--- config.mk ---
export PLATFORM = sky130hd
export DESIGN_NAME = mem_wb_stage
export DESIGN_NICKNAME = d
export VERILOG_FILES = /design/src/rtl/mem_wb_stage.sv
export SDC_FILE = /design/constraint.sdc
export NUM_CORES = 1
export LEC_CHECK = 0
export ABC_CLOCK_PERIOD_IN_PS = 5500
export CAP_MARGIN = 20
export CELL_PAD_IN_SITES_DETAIL_PLACEMENT = 0
export CELL_PAD_IN_SITES_GLOBAL_PLACEMENT = 2
export CORE_AREA = 8 8 209 211
export DETAILED_ROUTE_END_ITERATION = 16
export DIE_AREA = 0 0 217 219
export HOLD_SLACK_MARGIN = 0.06
export PLACE_DENSITY_LB_ADDON = 0.1
export SLEW_MARGIN = 20
export SYNTH_ARGS = -nofsm -noshare
export SYNTH_HDL_FRONTEND = slang
export SYNTH_SLANG_ARGS = --single-unit
--- constraint.sdc ---
create_clock -name clk -period 5.5 [get_ports clk]
set_clock_uncertainty 0.2 [all_clocks]
set_input_delay 1.1 -clock clk [delete_from_list [all_inputs] [get_ports clk]]
set_output_delay 1.1 -clock clk [all_outputs]
set_load 0.02 [all_outputs]
--- src/rtl/mem_wb_stage.sv ---
// mem_wb_stage: memory-access and write-back end of the five-stage pipeline
// Ports:
//   clk, reset            rising-edge clock; asynchronous active-low reset
//   *_E, flush_E          instruction leaving execute and its kill request
//   dm_req/we/addr/wdata  data-memory request; dm_ack/dm_rdata response
//   stall_M               hold PC, IF/ID and ID/EX while an access is pending
//   dm_err                sticky access-timeout flag
//   EX_MEM_*, MEM_WB_*    forwarding bus for the execute-stage forwarding unit
//   regWrite_W, writeAddr_W, writeData_W  register-file write port
module mem_wb_stage #(
   parameter int N       = 64,
   parameter int TIMEOUT = 15
) (
   input  logic         clk,
   input  logic         reset,
   input  logic         valid_E,
   input  logic         regWrite_E,
   input  logic         memRead_E,
   input  logic         memWrite_E,
   input  logic         memtoReg_E,
   input  logic [4:0]   rd_E,
   input  logic [N-1:0] aluResult_E,
   input  logic [N-1:0] writeData_E,
   input  logic         flush_E,
   output logic         dm_req,
   output logic         dm_we,
   output logic [N-1:0] dm_addr,
   output logic [N-1:0] dm_wdata,
   input  logic         dm_ack,
   input  logic [N-1:0] dm_rdata,
   output logic         stall_M,
   output logic         dm_err,
   output logic [4:0]   EX_MEM_rd,
   output logic         EX_MEM_regWrite,
   output logic [N-1:0] EX_MEM_aluResult,
   output logic [4:0]   MEM_WB_rd,
   output logic         MEM_WB_regWrite,
   output logic [N-1:0] MEM_WB_aluResult,
   output logic         regWrite_W,
   output logic [4:0]   writeAddr_W,
   output logic [N-1:0] writeData_W
);
   typedef enum logic {ACCESS, DRAIN} state_t;
   state_t       state, state_nx;
   logic [7:0]   cnt, cnt_nx;
   logic         err_nx;
   logic         valid_m, reg_write_m, mem_read_m, mem_write_m, memto_reg_m;
   logic [4:0]   rd_m;
   logic [N-1:0] alu_m, wdata_m;
   logic         valid_w, reg_write_w;
   logic [4:0]   rd_w;
   logic [N-1:0] wb_w;
   logic         memop_m, ack_now;
   logic [N-1:0] load_data, wb_nx;
   assign memop_m   = valid_m & (mem_read_m | mem_write_m);
   assign dm_req    = memop_m & (state == ACCESS);
   assign dm_we     = mem_write_m;
   assign dm_addr   = alu_m;
   assign dm_wdata  = wdata_m;
   assign ack_now   = dm_req & dm_ack;
   // state is only ACCESS or DRAIN, so this equals memop & ~(ACCESS & ack) & ~DRAIN
   assign stall_M   = dm_req & ~dm_ack;
   // a drained (timed-out) load writes back zero instead of stale bus data
   assign load_data = ack_now ? dm_rdata : '0;
   assign wb_nx     = memto_reg_m ? load_data : alu_m;
   always_comb begin
      state_nx = state;
      cnt_nx   = cnt;
      err_nx   = dm_err;
      if (state == DRAIN) begin
         state_nx = ACCESS;
         cnt_nx   = '0;
      end else if (ack_now) begin
         cnt_nx = '0;
      end else if (dm_req) begin
         if (cnt == 8'(TIMEOUT - 1)) begin
            state_nx = DRAIN;
            cnt_nx   = '0;
            err_nx   = 1'b1;
         end else begin
            cnt_nx = cnt + 8'd1;
         end
      end
   end
   always_ff @(posedge clk or negedge reset) begin
      if (!reset) begin
         state  <= ACCESS;
         cnt    <= '0;
         dm_err <= 1'b0;
      end else begin
         state  <= state_nx;
         cnt    <= cnt_nx;
         dm_err <= err_nx;
      end
   end
   // M register: holds while stalled, so flush_E cannot kill a pending access
   always_ff @(posedge clk or negedge reset) begin
      if (!reset) begin
         valid_m     <= 1'b0;
         reg_write_m <= 1'b0;
         mem_read_m  <= 1'b0;
         mem_write_m <= 1'b0;
         memto_reg_m <= 1'b0;
         rd_m        <= '0;
         alu_m       <= '0;
         wdata_m     <= '0;
      end else if (!stall_M) begin
         if (valid_E && !flush_E) begin
            valid_m     <= 1'b1;
            reg_write_m <= regWrite_E;
            mem_read_m  <= memRead_E;
            mem_write_m <= memWrite_E;
            memto_reg_m <= memtoReg_E;
            rd_m        <= rd_E;
            alu_m       <= aluResult_E;
            wdata_m     <= writeData_E;
         end else begin
            valid_m     <= 1'b0;
            reg_write_m <= 1'b0;
            mem_read_m  <= 1'b0;
            mem_write_m <= 1'b0;
            memto_reg_m <= 1'b0;
            rd_m        <= '0;
            alu_m       <= '0;
            wdata_m     <= '0;
         end
      end
   end
   // W register: a bubble while stalled so a waiting instruction is written once
   always_ff @(posedge clk or negedge reset) begin
      if (!reset) begin
         valid_w     <= 1'b0;
         reg_write_w <= 1'b0;
         rd_w        <= '0;
         wb_w        <= '0;
      end else if (stall_M) begin
         valid_w     <= 1'b0;
         reg_write_w <= 1'b0;
         rd_w        <= '0;
         wb_w        <= '0;
      end else begin
         valid_w     <= valid_m;
         reg_write_w <= reg_write_m;
         rd_w        <= rd_m;
         wb_w        <= wb_nx;
      end
   end
   // a load's address is not its result; load-use is the hazard unit's job
   assign EX_MEM_rd        = rd_m;
   assign EX_MEM_regWrite  = valid_m & reg_write_m & ~memto_reg_m & (rd_m != 5'd31);
   assign EX_MEM_aluResult = alu_m;
   assign regWrite_W       = valid_w & reg_write_w & (rd_w != 5'd31);
   assign writeAddr_W      = rd_w;
   assign writeData_W      = wb_w;
   assign MEM_WB_rd        = rd_w;
   assign MEM_WB_regWrite  = regWrite_W;
   assign MEM_WB_aluResult = wb_w;
endmodule

# Yosys cells after proc, flatten, opt, wreduce, memory -nomap -nowiden

Index checks and enable logic that the tools add are counted.

Register bits after elaboration: 219
Bits of input ports: 206
Output and inout port bits: 342
Logic and storage cells: 59

Add/subtract/negate cells: 1
Equal/unequal tests: 3
Multiplexer cells: 22
Bitwise logic cells: 14
Reductions and logical operators: 4

Operators by type and width:

| kind                                                | count |
|---|---|
| 2-to-1 mux 64 bit                                   | 5 |
| 2-to-1 mux 8 bit                                    | 4 |
| 2-to-1 mux 1 bit                                    | 11 |
| 2-to-1 mux 5 bit                                    | 2 |
| != test 5 bit, second input constant                | 2 |
| AND 1 bit                                           | 9 |
| adder 8 x 1 -> 8 bit, second input constant         | 1 |
| equality test 8 x 4 -> 1 bit, second input constant | 1 |
| NOT 1 bit                                           | 4 |
| AND reduction 4 bit                                 | 1 |
| nonzero test 3 bit                                  | 1 |
| logical AND 1 bit                                   | 1 |
| zero test 1 bit                                     | 1 |
| bitwise OR 1 bit                                    | 1 |

# Longest topological paths before layout

Depth in word-level cells: 7
Mapped depth: 7
Depth with buffers taken out: 6

# Least setup slack after synthesis

OpenSTA, ideal clock, no wires.

Path type: input-to-output
From: in dm_ack
To: out stall_M
Data arrival time: 1.778 ns
Required time: 4.200 ns
Setup slack: 2.422 ns
Stages: 3
Path buffers: 1
Path through: or3_4 inv_4 buf_2

Word-level cells in the longest chain between the ends: 2

RTL lines:

| what            | RTL line | source |
|---|---|---|
| start, declared | 29       | `input logic dm_ack,` |
| NOT 1 bit       | 62       | `assign stall_M = dm_req & ~dm_ack;` |
| AND 1 bit       | 62       |  |
| end, declared   | 31       | `output logic stall_M,` |

Every way passes these cells.

# Worst setup path in the final report

Ends and elaborated chain as after synthesis.

==> load_flow_metrics.sql <==
INSERT INTO impl_metrics (metric_group, metric, value, unit) VALUES
('drt', 'wl_met2', '19.5', 'mm'),
('drt', 'post-route-drc-count', '0', ''),
('yosys', 'synthesis.yosys.warnings', '0', ''),
('drt', 'route.detailed.wl_per_inst', '23.9', 'um'),
('critical_path', 'critPathKind', 'in2out', ''),
('clocking', 'root_buffer', 'sky130_fd_sc_hd__clkbuf_16', ''),
('drt', 'initial_drt_pass_iterations', '4', ''),
('yosys', 'avgSynthCellArea', '13.6', 'sq um'),
('yosys', 'ys_seq_elements', '219', ''),
('yosys', 'synthArstFlopShare', '1.00', ''),
('drt', 'met3WireLength', '3.79', 'mm'),
('final_layout', 'design.final.nets', '1275', ''),
('drt', 'vias_per_cell', '4.25', ''),
('run_status', 'status', 'finished clean', ''),
('final_layout', 'layout-drive-gt1-share', '0.0525', ''),
('yosys', 'synth_compound_gate_area_share', '0.207', ''),
('placed_design', 'numPlacedInstances', '1570', ''),
('floorplanning', 'die-width', '217', 'um'),
('critical_path', 'cp_data_required_time', '4200', 'ps'),
('critical_path', 'critical_path.max_stage_delay', '660', 'ps'),
('clocking', 'cts_inserted_buffers', '27', ''),
('drt', 'top_layer_used', 'met5', ''),
('final_layout', 'share_of_the_core_filled_with_cells_in_the_final_layout', '0.366', ''),
('run', 'maxCapViolations', '0', ''),
('sta', 'timing.final.crit_share', '0.761', ''),
('placed_design', 'detailed_place_hpwl', '29.2', 'mm'),
('global_route', 'vias_in_the_first_global_route', '7371', ''),
('global_route', 'globalRouteOverflowTotal', '0', ''),
('yosys', 'synth-xor-area-share', '0', ''),
('drt', 'dr_total_vias', '6885', ''),
('global_route', 'grt_max_degree', '101', ''),
('yosys', 'synth_fa_ha_area_frac', '0.00277', ''),
('clocking', 'clock-sinks', '219', ''),
('yosys', 'synth.top_cells.by_area', 'sky130_fd_sc_hd__dfrtp_1, sky130_fd_sc_hd__a22o_1, sky130_fd_sc_hd__buf_4', ''),
('critical_path', 'worst_path_max_delay_cell', 'sky130_fd_sc_hd__clkdlybuf4s50_1', ''),
('drt', 'detailedRoute.firstIterationViolations', '314', ''),
('drt', 'routed_length_on_met1', '15.0', 'mm'),
('yosys', 'netlist.top_cell.by_area', 'sky130_fd_sc_hd__dfrtp_1', ''),
('clocking', 'cts_buffer_depth', '3', ''),
('sta', 'slew_headroom', '0.275', ''),
('clocking', 'cts.htree.levels', '1', ''),
('final_layout', 'filler_cell_count', '4019', ''),
('sta', 'hold_violations', '0', ''),
('clocking', 'post-cts-setup-buffers', '0', ''),
('critical_path', 'setup.worst_path.start_class', 'input port', ''),
('critical_path', 'worstPathMaxFanout', '23', ''),
('yosys', 'synth_top_area_frac', '0.607', ''),
('clocking', 'ctsHoldBuffers', '0', ''),
('critical_path', 'critical_path.cell_chain', 'clkdlybuf4s50_1, or3_4, inv_4, clkdlybuf4s50_1', ''),
('sta', 'timing_max_transition_violations_final', '0', ''),
('sta', 'finalSetupViolCount', '0', ''),
('yosys', 'synth_common_cells', 'sky130_fd_sc_hd__dfrtp_1, sky130_fd_sc_hd__a22o_1, sky130_fd_sc_hd__buf_4', ''),
('floorplanning', 'std_cell_rows', '74', ''),
('pwr', 'p_leak', '6.37', 'nW'),
('sta', 'setup_total_negative_slack', '0', 'ps'),
('yosys', 'netlist_area', '9030', 'sq um'),
('global_route', 'antenna_violations_before_repair', '7', ''),
('final_layout', 'multi_input_comb_area', '2140', 'sq um'),
('clocking', 'ctsResizeCount', '0', ''),
('pwr', 'design_power_total', '4.27', 'mW'),
('floorplanning', 'die-height', '219', 'um'),
('drt', 'drt-total-wl', '38.8', 'mm'),
('placed_design', 'numPortBuffers', '547', ''),
('final_layout', 'syn2layout_area_growth', '63.6', '%'),
('critical_path', 'critPathCaptureType', 'output port', ''),
('yosys', 'post-synth-top-count-cell', 'sky130_fd_sc_hd__dfrtp_1', ''),
('critical_path', 'cp_data_arrival_time', '2890', 'ps'),
('critical_path', 'timing.critical_path.mode_cell', 'sky130_fd_sc_hd__clkdlybuf4s50_1', ''),
('floorplanning', 'initial_core_util', '0.224', ''),
('sta', 'fmax', '0.239', 'GHz'),
('sta', 'setup_repair_after_global_routing_missed_its_margin', 'false', '');
## metal layers
layer,up-vias,track usage
met1,3411,0.178
li1,3118,-
met2,302,0.268
met4,10,0.0309
met5,-,0
met3,44,0.0632
## worst reg2reg max path, stage by stage, from the launching register on
cell	delay [ps]
sky130_fd_sc_hd__dfrtp_1	410
sky130_fd_sc_hd__o21ai_2	100
sky130_fd_sc_hd__or3_4	410
sky130_fd_sc_hd__inv_4	260
sky130_fd_sc_hd__buf_4	540
sky130_fd_sc_hd__nor2_4	30
sky130_fd_sc_hd__buf_4	320
sky130_fd_sc_hd__a22o_1	440
## cell type report
cell class / count / share of cell area
repair buffers: 555 / 0.376
flip-flops and latches: 219 / 0.371
multi-input cells: 260 / 0.145
clock buffers: 41 / 0.0540
well taps: 532 / 0.0451
clock inverters: 7 / 0.00745
inverters: 4 / 0.00119
diodes: 2 / 0.000339
## placed cells by master, fill, tap and decap left out, drive strengths merged, types with 2 or more instances in the layout
| master | instances |
|---|---|
| and2 | 7 |
| and3 | 3 |
| nand2b | 3 |
| ha | 2 |
| nor2 | 5 |
| nand2 | 8 |
| and4 | 2 |
| inv | 4 |
| a31oi | 7 |
| clkdlybuf4s50 | 546 |
| diode | 2 |
| a22o | 201 |
| o21ai | 4 |
| nand3 | 4 |
| clkinv | 4 |
| buf | 9 |
| dfrtp | 219 |
| or2 | 2 |
| clkbuf | 41 |
| bufinv | 3 |
| nand4 | 2 |
## path summary, 6_finish.rpt
path / depth (start not counted) / slack [ps] / end / from
worst max-delay path: 4 / 1310 / stall_M / dm_ack
worst min-delay path: 1 / 280 / dm_err / dm_err
worst max register to register: 7 / 2670 / MEM_WB_aluResult[2] / dm_we
worst min register to register: 1 / 280 / dm_err / dm_err
max in group asynchronous: 2 / 3690 / MEM_WB_aluResult[18] / reset
min in group asynchronous: 1 / 350 / dm_wdata[19] / reset
## state kept, by name, summed over array words and instances (netlist names), 5 cells and up
register          flops
MEM_WB_rd             5
EX_MEM_aluResult     64
dm_wdata             64
EX_MEM_rd             5
cnt                   8
MEM_WB_aluResult     64
## logic make-up after synthesis
family / after synthesis
flops: 219
compound gates: 217
buf+inv: 185
fa+ha+maj: 2
simple gates: 41
## where the power goes
group | total, mW | switching [mW] | leakage (nW) | internal (mW)
Clock | 1.82 | 0.689 | 0.449 | 1.13
Sequential | 1.76 | 0.0738 | 2.95 | 1.69
Combinational | 0.682 | 0.316 | 2.97 | 0.366
Total | 4.27 | 1.08 | 6.37 | 3.19
## metrics by stage
step	setup slack, ps	cell area [sq um]
6_report	1310	14800
3_3_place_gp	1290	13900
3_5_place_dp	1290	13900
2_1_floorplan	2420	9030
5_1_grt	1220	14800
4_1_cts	1290	14800
(Power assumes the default switching activity.)
